--- config.mk ---
export PLATFORM = sky130hd
export DESIGN_NAME = fp8_seq_divider_flat
export DESIGN_NICKNAME = d
export VERILOG_FILES = /design/src/rtl/fp8_pkg.sv /design/src/rtl/fp8_seq_divider_if.sv /design/src/rtl/fp8_norm_round.sv /design/src/rtl/fp8_seq_divider.sv /design/src/flat_wrapper.sv
export SDC_FILE = /design/constraint.sdc
export NUM_CORES = 1
export LEC_CHECK = 0
export ABC_AREA = 1
export CAP_MARGIN = 25
export CORE_ASPECT_RATIO = 1.2
export CORE_MARGIN = 4
export CORE_UTILIZATION = 25
export DETAILED_ROUTE_END_ITERATION = 12
export SYNTH_ARGS = -nofsm -noshare
export SYNTH_HDL_FRONTEND = slang
export SYNTH_SLANG_ARGS = --single-unit
--- constraint.sdc ---
create_clock -name clk -period 2.3 [get_ports clk]
set_input_delay 0.345 -clock clk [delete_from_list [all_inputs] [get_ports clk]]
set_output_delay 0.345 -clock clk [all_outputs]
set_load 0.05 [all_outputs]
--- src/rtl/fp8_pkg.sv ---
// Shared FP8 (E4M3-style, no denormals, no Inf/NaN) definitions for the divider and multiplier.
package fp8_pkg;

    localparam int EXP_BITS      = 4;
    localparam int MANTISSA_BITS = 3;
    localparam int BIAS          = (1 << (EXP_BITS - 1)) - 1;
    localparam int FP8_W         = 1 + EXP_BITS + MANTISSA_BITS;

    typedef struct packed {
        logic                     sign;
        logic [EXP_BITS-1:0]      exp;
        logic [MANTISSA_BITS-1:0] mant;
    } fp8_t;

    localparam logic [EXP_BITS-1:0]               FP8_MAX_EXP = '1;
    localparam logic [EXP_BITS+MANTISSA_BITS-1:0] FP8_MAX_MAG = '1;

    typedef enum logic [1:0] {
        IDLE,
        DIVIDE,
        NORM,
        DONE
    } div_state_e;

endpackage

--- src/rtl/fp8_seq_divider_if.sv ---
// Operand/result handshake bundle for fp8_seq_divider.
interface fp8_seq_divider_if #(
    parameter int W = fp8_pkg::FP8_W
);
    logic         in_valid;
    logic         in_ready;
    logic [W-1:0] a_in;
    logic [W-1:0] b_in;
    logic         out_valid;
    logic         out_ready;
    logic [W-1:0] q_out;
    logic         div0;
    logic         ovf;
    logic         unf;

    modport master (
        output in_valid, a_in, b_in, out_ready,
        input  in_ready, out_valid, q_out, div0, ovf, unf
    );

    modport slave (
        input  in_valid, a_in, b_in, out_ready,
        output in_ready, out_valid, q_out, div0, ovf, unf
    );
endinterface

--- src/rtl/fp8_norm_round.sv ---
// Combinational normalize/round/range stage for FP8 quotients and products.
// Rounding mode: FP8_DIV_RNE_EN defined -> round-to-nearest-even, otherwise truncate.
module fp8_norm_round #(
    parameter int EXP_BITS      = fp8_pkg::EXP_BITS,
    parameter int MANTISSA_BITS = fp8_pkg::MANTISSA_BITS
) (
    input  logic                              [MANTISSA_BITS+2:0] q,
    input  logic                                                  rem_nz,
    input  logic signed                       [EXP_BITS+1:0]      e_raw,
    input  logic                                                  sign,
    input  logic                                                  div0_case,
    input  logic                                                  zero_case,
    output logic [EXP_BITS+MANTISSA_BITS:0]                       result,
    output logic                                                  div0,
    output logic                                                  ovf,
    output logic                                                  unf
);
    import fp8_pkg::*;

    localparam int QW = MANTISSA_BITS + 3;
    localparam int EW = EXP_BITS + 2;
    localparam int MW = EXP_BITS + MANTISSA_BITS;
    localparam logic signed [EW-1:0] E_MAX = EW'((1 << EXP_BITS) - 1);
    localparam logic signed [EW-1:0] E_ONE = EW'(1);

    function automatic logic round_up(input logic guard, input logic sticky, input logic lsb);
`ifdef FP8_DIV_RNE_EN
        return guard & (sticky | lsb);
`else
        return 1'b0;
`endif
    endfunction

    logic [MANTISSA_BITS-1:0] mant;
    logic [MANTISSA_BITS-1:0] mant_r;
    logic                     guard;
    logic                     sticky;
    logic                     carry;
    logic signed [EW-1:0]     e_n;
    logic signed [EW-1:0]     e_r;

    always_comb begin
        // Quotient in [0.5, 2): a clear integer bit means one extra left shift.
        if (q[QW-1]) begin
            mant   = q[MANTISSA_BITS+1:2];
            guard  = q[1];
            sticky = q[0] | rem_nz;
            e_n    = e_raw;
        end else begin
            mant   = q[MANTISSA_BITS:1];
            guard  = q[0];
            sticky = rem_nz;
            e_n    = e_raw - E_ONE;
        end

        {carry, mant_r} = {1'b0, mant} + (MANTISSA_BITS+1)'(round_up(guard, sticky, mant[0]));
        e_r = carry ? e_n + E_ONE : e_n;

        result = {sign, e_r[EXP_BITS-1:0], mant_r};
        div0   = 1'b0;
        ovf    = 1'b0;
        unf    = 1'b0;
        if (div0_case) begin
            result = {sign, {MW{1'b1}}};
            div0   = 1'b1;
        end else if (zero_case) begin
            result = {sign, {MW{1'b0}}};
        end else if (e_r > E_MAX) begin
            result = {sign, {MW{1'b1}}};
            ovf    = 1'b1;
        end else if (e_r < E_ONE) begin
            result = {sign, {MW{1'b0}}};
            unf    = 1'b1;
        end
    end

endmodule

--- src/rtl/fp8_seq_divider.sv ---
// Iterative FP8 divider: restoring shift-subtract on significands, one op at a time.
// Optional FP8_DIV_RNE_EN selects round-to-nearest-even in fp8_norm_round (default truncate).
module fp8_seq_divider #(
    parameter int EXP_BITS      = fp8_pkg::EXP_BITS,
    parameter int MANTISSA_BITS = fp8_pkg::MANTISSA_BITS,
    parameter int BIAS          = (1 << (EXP_BITS - 1)) - 1
) (
    input logic              clk,
    input logic              rst,
    fp8_seq_divider_if.slave bus
);
    import fp8_pkg::*;

    localparam int W  = 1 + EXP_BITS + MANTISSA_BITS;
    localparam int QW = MANTISSA_BITS + 3;
    localparam int CW = $clog2(QW);
    localparam int RW = MANTISSA_BITS + 2;

    div_state_e                   state, state_n;
    logic [CW-1:0]                iter_cnt;
    logic [RW-1:0]                rem;
    logic [RW-2:0]                dvsr;
    logic [QW-1:0]                quo;
    logic                         sign;
    logic [EXP_BITS-1:0]          exp_a, exp_b;
    logic signed [EXP_BITS+1:0]   e_raw;
    logic [W-1:0]                 res, q_out_r;
    logic                         res_div0, res_ovf, res_unf;
    logic                         div0_r, ovf_r, unf_r;
    logic                         accept, last_iter;
    logic [EXP_BITS-1:0]          in_exp_a, in_exp_b;

    assign in_exp_a  = bus.a_in[W-2 -: EXP_BITS];
    assign in_exp_b  = bus.b_in[W-2 -: EXP_BITS];
    assign accept    = (state == IDLE) && bus.in_valid;
    assign last_iter = (iter_cnt == CW'(QW - 1));

    assign bus.in_ready  = (state == IDLE);
    assign bus.out_valid = (state == DONE);
    assign bus.q_out     = q_out_r;
    assign bus.div0      = div0_r;
    assign bus.ovf       = ovf_r;
    assign bus.unf       = unf_r;

    always_ff @(posedge clk or posedge rst) begin
        if (rst) begin
            state    <= IDLE;
            iter_cnt <= '0;
        end else begin
            state <= state_n;
            if (accept)
                iter_cnt <= '0;
            else if (state == DIVIDE)
                iter_cnt <= iter_cnt + 1'b1;
        end
    end

    always_comb begin
        state_n = state;
        unique case (state)
            IDLE: begin
                if (bus.in_valid) begin
                    if (in_exp_a == '0 || in_exp_b == '0)
                        state_n = NORM;
                    else
                        state_n = DIVIDE;
                end
            end
            DIVIDE:  if (last_iter) state_n = NORM;
            NORM:    state_n = DONE;
            DONE:    if (bus.out_ready) state_n = IDLE;
            default: state_n = IDLE;
        endcase
    end

    // Operand capture and one quotient bit per DIVIDE cycle.
    always_ff @(posedge clk) begin
        if (accept) begin
            sign  <= bus.a_in[W-1] ^ bus.b_in[W-1];
            exp_a <= in_exp_a;
            exp_b <= in_exp_b;
            rem   <= {1'b0, 1'b1, bus.a_in[MANTISSA_BITS-1:0]};
            dvsr  <= {1'b1, bus.b_in[MANTISSA_BITS-1:0]};
            quo   <= '0;
        end else if (state == DIVIDE) begin
            if (rem >= {1'b0, dvsr}) begin
                rem <= (rem - {1'b0, dvsr}) << 1;
                quo <= {quo[QW-2:0], 1'b1};
            end else begin
                rem <= rem << 1;
                quo <= {quo[QW-2:0], 1'b0};
            end
        end
    end

    assign e_raw = $signed({2'b00, exp_a}) - $signed({2'b00, exp_b})
                 + $signed((EXP_BITS + 2)'(BIAS));

    fp8_norm_round #(
        .EXP_BITS      (EXP_BITS),
        .MANTISSA_BITS (MANTISSA_BITS)
    ) u_norm_round (
        .q         (quo),
        .rem_nz    (|rem),
        .e_raw     (e_raw),
        .sign      (sign),
        .div0_case (exp_b == '0),
        .zero_case (exp_a == '0),
        .result    (res),
        .div0      (res_div0),
        .ovf       (res_ovf),
        .unf       (res_unf)
    );

    // Result register: loaded in NORM, held through DONE.
    always_ff @(posedge clk or posedge rst) begin
        if (rst) begin
            q_out_r <= '0;
            div0_r  <= 1'b0;
            ovf_r   <= 1'b0;
            unf_r   <= 1'b0;
        end else if (state == NORM) begin
            q_out_r <= res;
            div0_r  <= res_div0;
            ovf_r   <= res_ovf;
            unf_r   <= res_unf;
        end
    end

endmodule

--- src/flat_wrapper.sv ---
// flat-port wrapper written by rule: the top's interface ports become plain ports
module fp8_seq_divider_flat import fp8_pkg::*;
#(
    parameter int EXP_BITS      = fp8_pkg::EXP_BITS,
    parameter int MANTISSA_BITS = fp8_pkg::MANTISSA_BITS,
    parameter int BIAS          = (1 << (EXP_BITS - 1)) - 1
)
  (clk, rst, bus_in_valid, bus_a_in, bus_b_in, bus_out_ready, bus_in_ready, bus_out_valid, bus_q_out, bus_div0, bus_ovf, bus_unf);
  fp8_seq_divider_if #(.W(8)) bus_i ();
  input logic clk;
  input logic rst;
  input wire logic [$bits(bus_i.in_valid)-1:0] bus_in_valid;
  input wire logic [$bits(bus_i.a_in)-1:0] bus_a_in;
  input wire logic [$bits(bus_i.b_in)-1:0] bus_b_in;
  input wire logic [$bits(bus_i.out_ready)-1:0] bus_out_ready;
  output wire logic [$bits(bus_i.in_ready)-1:0] bus_in_ready;
  output wire logic [$bits(bus_i.out_valid)-1:0] bus_out_valid;
  output wire logic [$bits(bus_i.q_out)-1:0] bus_q_out;
  output wire logic [$bits(bus_i.div0)-1:0] bus_div0;
  output wire logic [$bits(bus_i.ovf)-1:0] bus_ovf;
  output wire logic [$bits(bus_i.unf)-1:0] bus_unf;
  assign bus_i.in_valid = bus_in_valid;
  assign bus_i.a_in = bus_a_in;
  assign bus_i.b_in = bus_b_in;
  assign bus_i.out_ready = bus_out_ready;
  assign bus_in_ready = bus_i.in_ready;
  assign bus_out_valid = bus_i.out_valid;
  assign bus_q_out = bus_i.q_out;
  assign bus_div0 = bus_i.div0;
  assign bus_ovf = bus_i.ovf;
  assign bus_unf = bus_i.unf;
  fp8_seq_divider #(.EXP_BITS(EXP_BITS), .MANTISSA_BITS(MANTISSA_BITS), .BIAS(BIAS)) u_core (.clk(clk), .rst(rst), .bus(bus_i));
endmodule
==> results of run 1 <==
[flip-flops by register name, indices dropped and copies added (netlist names), 2 cells and up]
name / count
u_core.rem: 5
u_core.bus.q_out: 8
u_core.exp_a: 4
u_core.iter_cnt: 3
u_core.dvsr: 3
u_core.state: 2
u_core.quo: 6
u_core.exp_b: 4
[synth_stat cells]
cell type / n
a31oi_1: 1
nor2_2: 4
nand2_2: 5
nor3_4: 1
nand3_1: 15
inv_2: 4
fa_1: 2
nor3_1: 2
a21oi_1: 10
nand4_2: 1
o21bai_1: 1
o32ai_1: 1
nand3_2: 3
nor2_1: 24
xor2_1: 3
ha_1: 15
o21ai_1: 1
o211ai_1: 1
xnor2_1: 1
inv_1: 41
dfrtp_1: 16
a21oi_2: 1
dfxtp_1: 8
nand4_1: 2
clkbuf_1: 1
o21ai_0: 11
o22ai_1: 8
nand2_1: 56
or2_2: 1
a211oi_1: 1
buf_2: 1
or3_1: 1
edfxtp_1: 15
nor4_1: 3
[critical path: stages, from the launching register on]
cell and delay, ps:
edfxtp_1 390, inv_1 70, ha_2 160, inv_2 40
fa_1 540, inv_2 60, ha_4 160, nand2_4 80
nand2_4 70, nor2_4 100, inv_2 50, nor2_2 100
nand2_2 90, nand2_2 100, nand2_4 90, nand2_2 70
nand3_2 90, a21oi_2 120
[area by class of cell]
class	count	area, um^2
clock buffers	6	93.84
clock inverters	2	13.76
fillers	866	5520
inverters	45	168.9
multi-input cells	175	1194
flip-flops and latches	39	1011
well taps	117	146.4
repair buffers	44	416.7
[per-layer routing]
| metal | routed length [um] | part of all wire (%) | up-vias | global-route usage (%) |
|---|---|---|---|---|
| met1 | 1811 | 39 | 872 | 10.00 |
| li1 | - | - | 951 | - |
| met4 | 88 | 1.9 | 0 | 3.276 |
| met5 | 0 | 0 | - | 0 |
| met3 | 148 | 3.2 | 9 | 2.172 |
| met2 | 2647 | 56 | 25 | 18.70 |
[how the worst max path moves through the flow]
stage / start / to / slack [ps] / cells past startpoint
final: u_core.exp_a[0]$_DFFE_PP_ / u_core.bus.q_out[1]$_DFFE_PP0P_ / -150 / 17
after global routing: u_core.exp_a[0]$_DFFE_PP_ / u_core.bus.unf$_DFFE_PP0P_ / -290 / 16
after CTS: u_core.exp_b[0]$_DFFE_PP_ / u_core.bus.q_out[1]$_DFFE_PP0P_ / -130 / 17
after detailed placement: u_core.exp_a[0]$_DFFE_PP_ / u_core.bus.q_out[1]$_DFFE_PP0P_ / -190 / 18
after global placement: u_core.exp_b[0]$_DFFE_PP_ / u_core.bus.q_out[0]$_DFFE_PP0P_ / -110 / 17
after floorplan: u_core.exp_b[0]$_DFFE_PP_ / u_core.bus.q_out[3]$_DFFE_PP0P_ / 5 / 16
[logic make-up (layout without fill, tap and decap cells)]
family                     count (synthesis)  after routing  synth area share [%]
AOI/OAI and AO/OA                         36             36                 9.376
xor gates and xnor gates                   4              4                 1.591
adders and majority gates                 17             17                 10.34
buffers and inverters                     47             97                 8.068
DFF                                       39             39                 45.91
and+or+nand+nor                          118            118                 24.72
[through the flow]
step	total power [mW]	cell area [um^2]	TNS [ps]	cells
after floorplan	3.009	2245	0	261
final	4.632	3044	-1079	428
after detailed placement	3.779	2763	-1308	416
after global placement	3.712	2763	-593.0	416
after CTS	4.418	2932	-628.6	426
after global routing	5.043	3044	-2362	428
[timing repair]
action / CTS / global route
setup endpoints to repair: 9 / 10
pin swaps: 4 / 21
setup buffers: 2 / 2
resized for setup: 13 / 28
[power by group through the flow]
stage | logic (mW) | registers (mW) | clock network (mW)
floorplan | 1.55 | 1.46 | 0
global placement | 2.55 | 1.16 | 0
global route | 3.29 | 1.19 | 0.567
finish | 2.96 | 1.15 | 0.521
CTS | 2.73 | 1.16 | 0.533
detailed placement | 2.61 | 1.17 | 0
==> impl_metrics.tcl, run 1 <==
set metrics [dict create \
    min_path_type "input port to asynchronous set/reset pin" \
    layout_worst_path_cycle_share_pct 106.6 \
    netlist_instances 261 \
    seq_power_share_pct 24.9 \
    r2r_cells 17 \
    grt_max_degree 18 \
    cp-start-kind "register" \
    routedWlPerCell_um 10.97 \
    layout_common_cells "nand2_1 (42), inv_1 (37), clkdlybuf4s50_1 (31)" \
    cp.arrival_ps 2690 \
    h-tree-depth 2 \
    overflow 0 \
    syn_area_mm2 0.002202 \
    dieArea_mm2 0.01038 \
    cts-buffers-inserted 5 \
    diodes 0 \
    layout_commonest_cell "nand2_1" \
    ys_ff_latch 39 \
    ios 33 \
    first_global_vias 1858 \
    track_usage_pct 9.695 \
    syn_avg_cell_area_um2 8.437 \
    ctsHoldBuffers 0 \
    crit_path_end_kind "register" \
    rr_startpoint "u_core.exp_a[0]$_DFFE_PP_" \
    p_int_mw 2.418 \
    holdWs_ps 409.4 \
    pwr-share-clk_pct 11.2 \
    drive_gt1_share_pct 24.44 \
    start_util_pct 25.71 \
    critPathKind "register to register" \
    tritoncts "yes" \
    antenna_found_initial 0 \
    max_freq_ghz 0.4077 \
    fin_util_pct 35.54 \
    io_buffers 32 \
    ir_drop_v 0.0006258 \
    gp_congestion 0.8028 \
    violations "setup timing" \
    nets 347 \
    rsz0062_at_grt "yes" \
    p_comb_share_pct 63.9 \
    switchingPower_mw 2.214 \
    path_clk_slew_ps 90 \
    leakage_nw 1.357 \
    maxCapViolations 0 \
    routed_wl_um 4696 \
    via_per_inst 4.339 \
    synth_cell_types 34 \
    cts_root_buffer "clkbuf_8" \
    drv_slew 0 \
    drc 0 \
    die_w_um 93.68 \
    dp_hpwl_um 3777 \
    clock_sinks 39 \
    grt_pass1_wl_um 8238 \
    synth_area_leaders "edfxtp_1 (20%), dfrtp_1 (18%), nand2_1 (9.5%)" \
    reg2reg_slack_ps -150 \
    dieHeight_um 110.8 \
    max_slew_margin_pct 60.01 \
    fp.coreArea_mm2 0.008564 \
    clockBufferDepth 2 \
    firstDrtPassIters 4 \
    post-route-min-period_ps 2453 \
    ys_warn_count 0 \
    synth_top_area_cell "edfxtp_1" \
    syn_nets 298 \
    via_count 1857 \
    ys_seq_area_share_pct 45.91 \
    setup-violations-final 8 \
    timing.rr.end "u_core.bus.q_out[1]$_DFFE_PP0P_" \
    clock_latency_ps 300 \
    drt_iter0_drc 46 \
    ant_nets 0 \
    area_growth_syn_to_layout_pct 38.24 \
    worst_slew_pin_slew_ps 599.1 \
    rows 37 \
    final-hold-violation-count 0 \
    setup_ws_ps -152.6 \
    netSwitchingFraction_pct 47.79 \
    post-place-ws_ps -193.9 \
    synth_top_area_share_pct 20.45 \
    critPathMaxFanout 7 \
    status "complete, but fails checks" \
    power_density_mw_per_mm2 1522 \
    required_ps 2530 \
    clock_skew_ps 15.75 \
]
Power figures use the tool's default switching activity.
==> inputs of run 2 (changes only) <==
--- a/config.mk
+++ b/config.mk
@@ -10,7 +10,10 @@
 export CORE_ASPECT_RATIO = 1.2
 export CORE_MARGIN = 4
 export CORE_UTILIZATION = 25
+export CTS_CLUSTER_DIAMETER = 30
+export CTS_CLUSTER_SIZE = 14
 export DETAILED_ROUTE_END_ITERATION = 12
+export PLACE_DENSITY_LB_ADDON = 0.25
 export SYNTH_ARGS = -nofsm -noshare
 export SYNTH_HDL_FRONTEND = slang
 export SYNTH_SLANG_ARGS = --single-unit
==> impl_metrics.tcl, run 2 (synthesis gave the netlist of run 1 again) <==
set metrics [dict create \
    status "complete, but fails checks" \
    violations "setup timing" \
    grt_use_met1_pct 11.00 \
    ant_nets 0 \
    start_util_pct 25.71 \
    instances_no_fill 428 \
    met2_usage_pct 17.22 \
    critPathKind "register to register" \
    crit_path_end_kind "register" \
    largest_reg_flops 8 \
    routedWlPerCell_um 11.36 \
    first_global_vias 1797 \
    setup_ws_ps -177.1 \
    clockBufferDepth 2 \
    h-tree-depth 2 \
    area_growth_syn_to_layout_pct 36.65 \
    rows 37 \
    seq_power_share_pct 25.1 \
    fillers 893 \
    drt_iter0_drc 67 \
    ios 33 \
    nets 347 \
    place_inst 418 \
    max_freq_ghz 0.4037 \
    dieArea_mm2 0.01038 \
    leakage_nw 1.341 \
    critPathMaxFanout 6 \
    ir_drop_v 0.0003526 \
    layout_worst_path_cycle_share_pct 107.7 \
    cts-buffers-inserted 5 \
    p_comb_share_pct 63.5 \
    rr_startpoint "u_core.exp_a[0]$_DFFE_PP_" \
    power_density_mw_per_mm2 1522 \
    min_path_type "input port to asynchronous set/reset pin" \
    overflow 0 \
    clock_sinks 39 \
    cts_root_buffer "clkbuf_8" \
    clock_skew_ps 13.92 \
    die_w_um 93.68 \
    drive_gt1_share_pct 23.15 \
    met3_usage_pct 2.308 \
    firstDrtPassIters 4 \
    diodes 0 \
    maxCapViolations 0 \
    clock_latency_ps 290 \
    cp-start-kind "register" \
    io_buffers 32 \
    multi_input_area_mm2 0.001172 \
    rsz0062_at_grt "yes" \
    seqCellArea_mm2 0.001011 \
    max_slew_margin_pct 57.29 \
    cp.arrival_ps 2660 \
    finalPower_mw 4.580 \
    pwr-share-clk_pct 11.4 \
    netSwitchingFraction_pct 47.97 \
    via_count 1813 \
    ctsHoldBuffers 0 \
    final_cell_area_mm2 0.003009 \
    gp_congestion 0.7558 \
    setup-violations-final 9 \
    grt_pass1_wl_um 8059 \
    fin_util_pct 35.14 \
    place_area_mm2 0.002775 \
    drv_slew 0 \
    required_ps 2490 \
    worst_slew_pin_slew_ps 639.9 \
    final.setup.tns_ps -1325 \
    p_int_mw 2.383 \
    dp_hpwl_um 3756 \
    drc 0 \
    post-route-min-period_ps 2477 \
    path_clk_slew_ps 90 \
    fp.coreArea_mm2 0.008564 \
    via_per_inst 4.236 \
    tritoncts "yes" \
    dieHeight_um 110.8 \
    critical_path.startpoint "u_core.exp_a[0]$_DFFE_PP_" \
    antenna_found_initial 0 \
    switchingPower_mw 2.197 \
    track_usage_pct 9.563 \
    layout_common_cells "nand2_1 (45), inv_1 (37), clkdlybuf4s50_1 (31)" \
    routed_wl_um 4860 \
    grt_max_degree 17 \
    final-hold-violation-count 0 \
    layout_commonest_cell "nand2_1" \
    busiest_layer "met2" \
]
## run 2: final timing paths
kind	endpoint	slack, ps	depth (start not counted)
setup / recovery	u_core.bus.q_out[4]$_DFFE_PP0P_	-180	14
hold / removal	u_core.state[0]$_DFFE_PP0P_	430	2
setup reg to reg	u_core.bus.q_out[4]$_DFFE_PP0P_	-180	14
hold reg to reg	u_core.bus.q_out[7]$_DFFE_PP0P_	450	2
max in group asynchronous	u_core.iter_cnt[1]$_DFFE_PP0P_	1450	2
min in group clk	u_core.bus.q_out[7]$_DFFE_PP0P_	450	2
## run 2: cell type report
cell class	count	area share, %
clock buffers	7	3.202
clock inverters	1	0.2079
inverters	45	5.613
multi-input cells	175	38.96
flip-flops and latches	39	33.60
well taps	117	4.865
repair buffers	44	13.56
## run 2: power by group through the flow
stage | combinational (mW) | clock [mW] | sequential [mW]
after floorplan | 1.55 | 0 | 1.46
after global placement | 2.60 | 0 | 1.16
after detailed placement | 2.62 | 0 | 1.16
final | 2.91 | 0.521 | 1.15
after CTS | 2.70 | 0.535 | 1.15
after global routing | 3.25 | 0.561 | 1.18
## run 2: stage by stage
stage	hold slack, ps	setup slack, ps
floorplan	258.7	5.125
global route	478.7	-350.7
CTS	458.1	-149.0
finish	426.9	-177.1
global placement	431.7	-123.0
detailed placement	439.3	-166.8
## run 2: timing repair
item	CTS	global route
buffers inserted	1	1
gates resized for setup	7	26
gates cloned	0	0
endpoints found under the setup margin	9	9
pin swaps	3	13
## run 2: per-layer routing
metal | up-vias | wire length [um]
li1 | 948 | -
met1 | 841 | 2033
met2 | 20 | 2624
met3 | 4 | 151
met4 | 0 | 51
met5 | - | 0
## run 2: critical path, stage by stage, from the launching register on
cell      delay [ps]
edfxtp_1         400
inv_1             80
ha_2             160
inv_2             40
fa_1             520
inv_2             70
ha_4             280
nand2_4           60
nor2_4           150
nand3_4          100
nor2_4           170
nor3_4            50
buf_4            160
nand3_1           80
a21oi_1           70
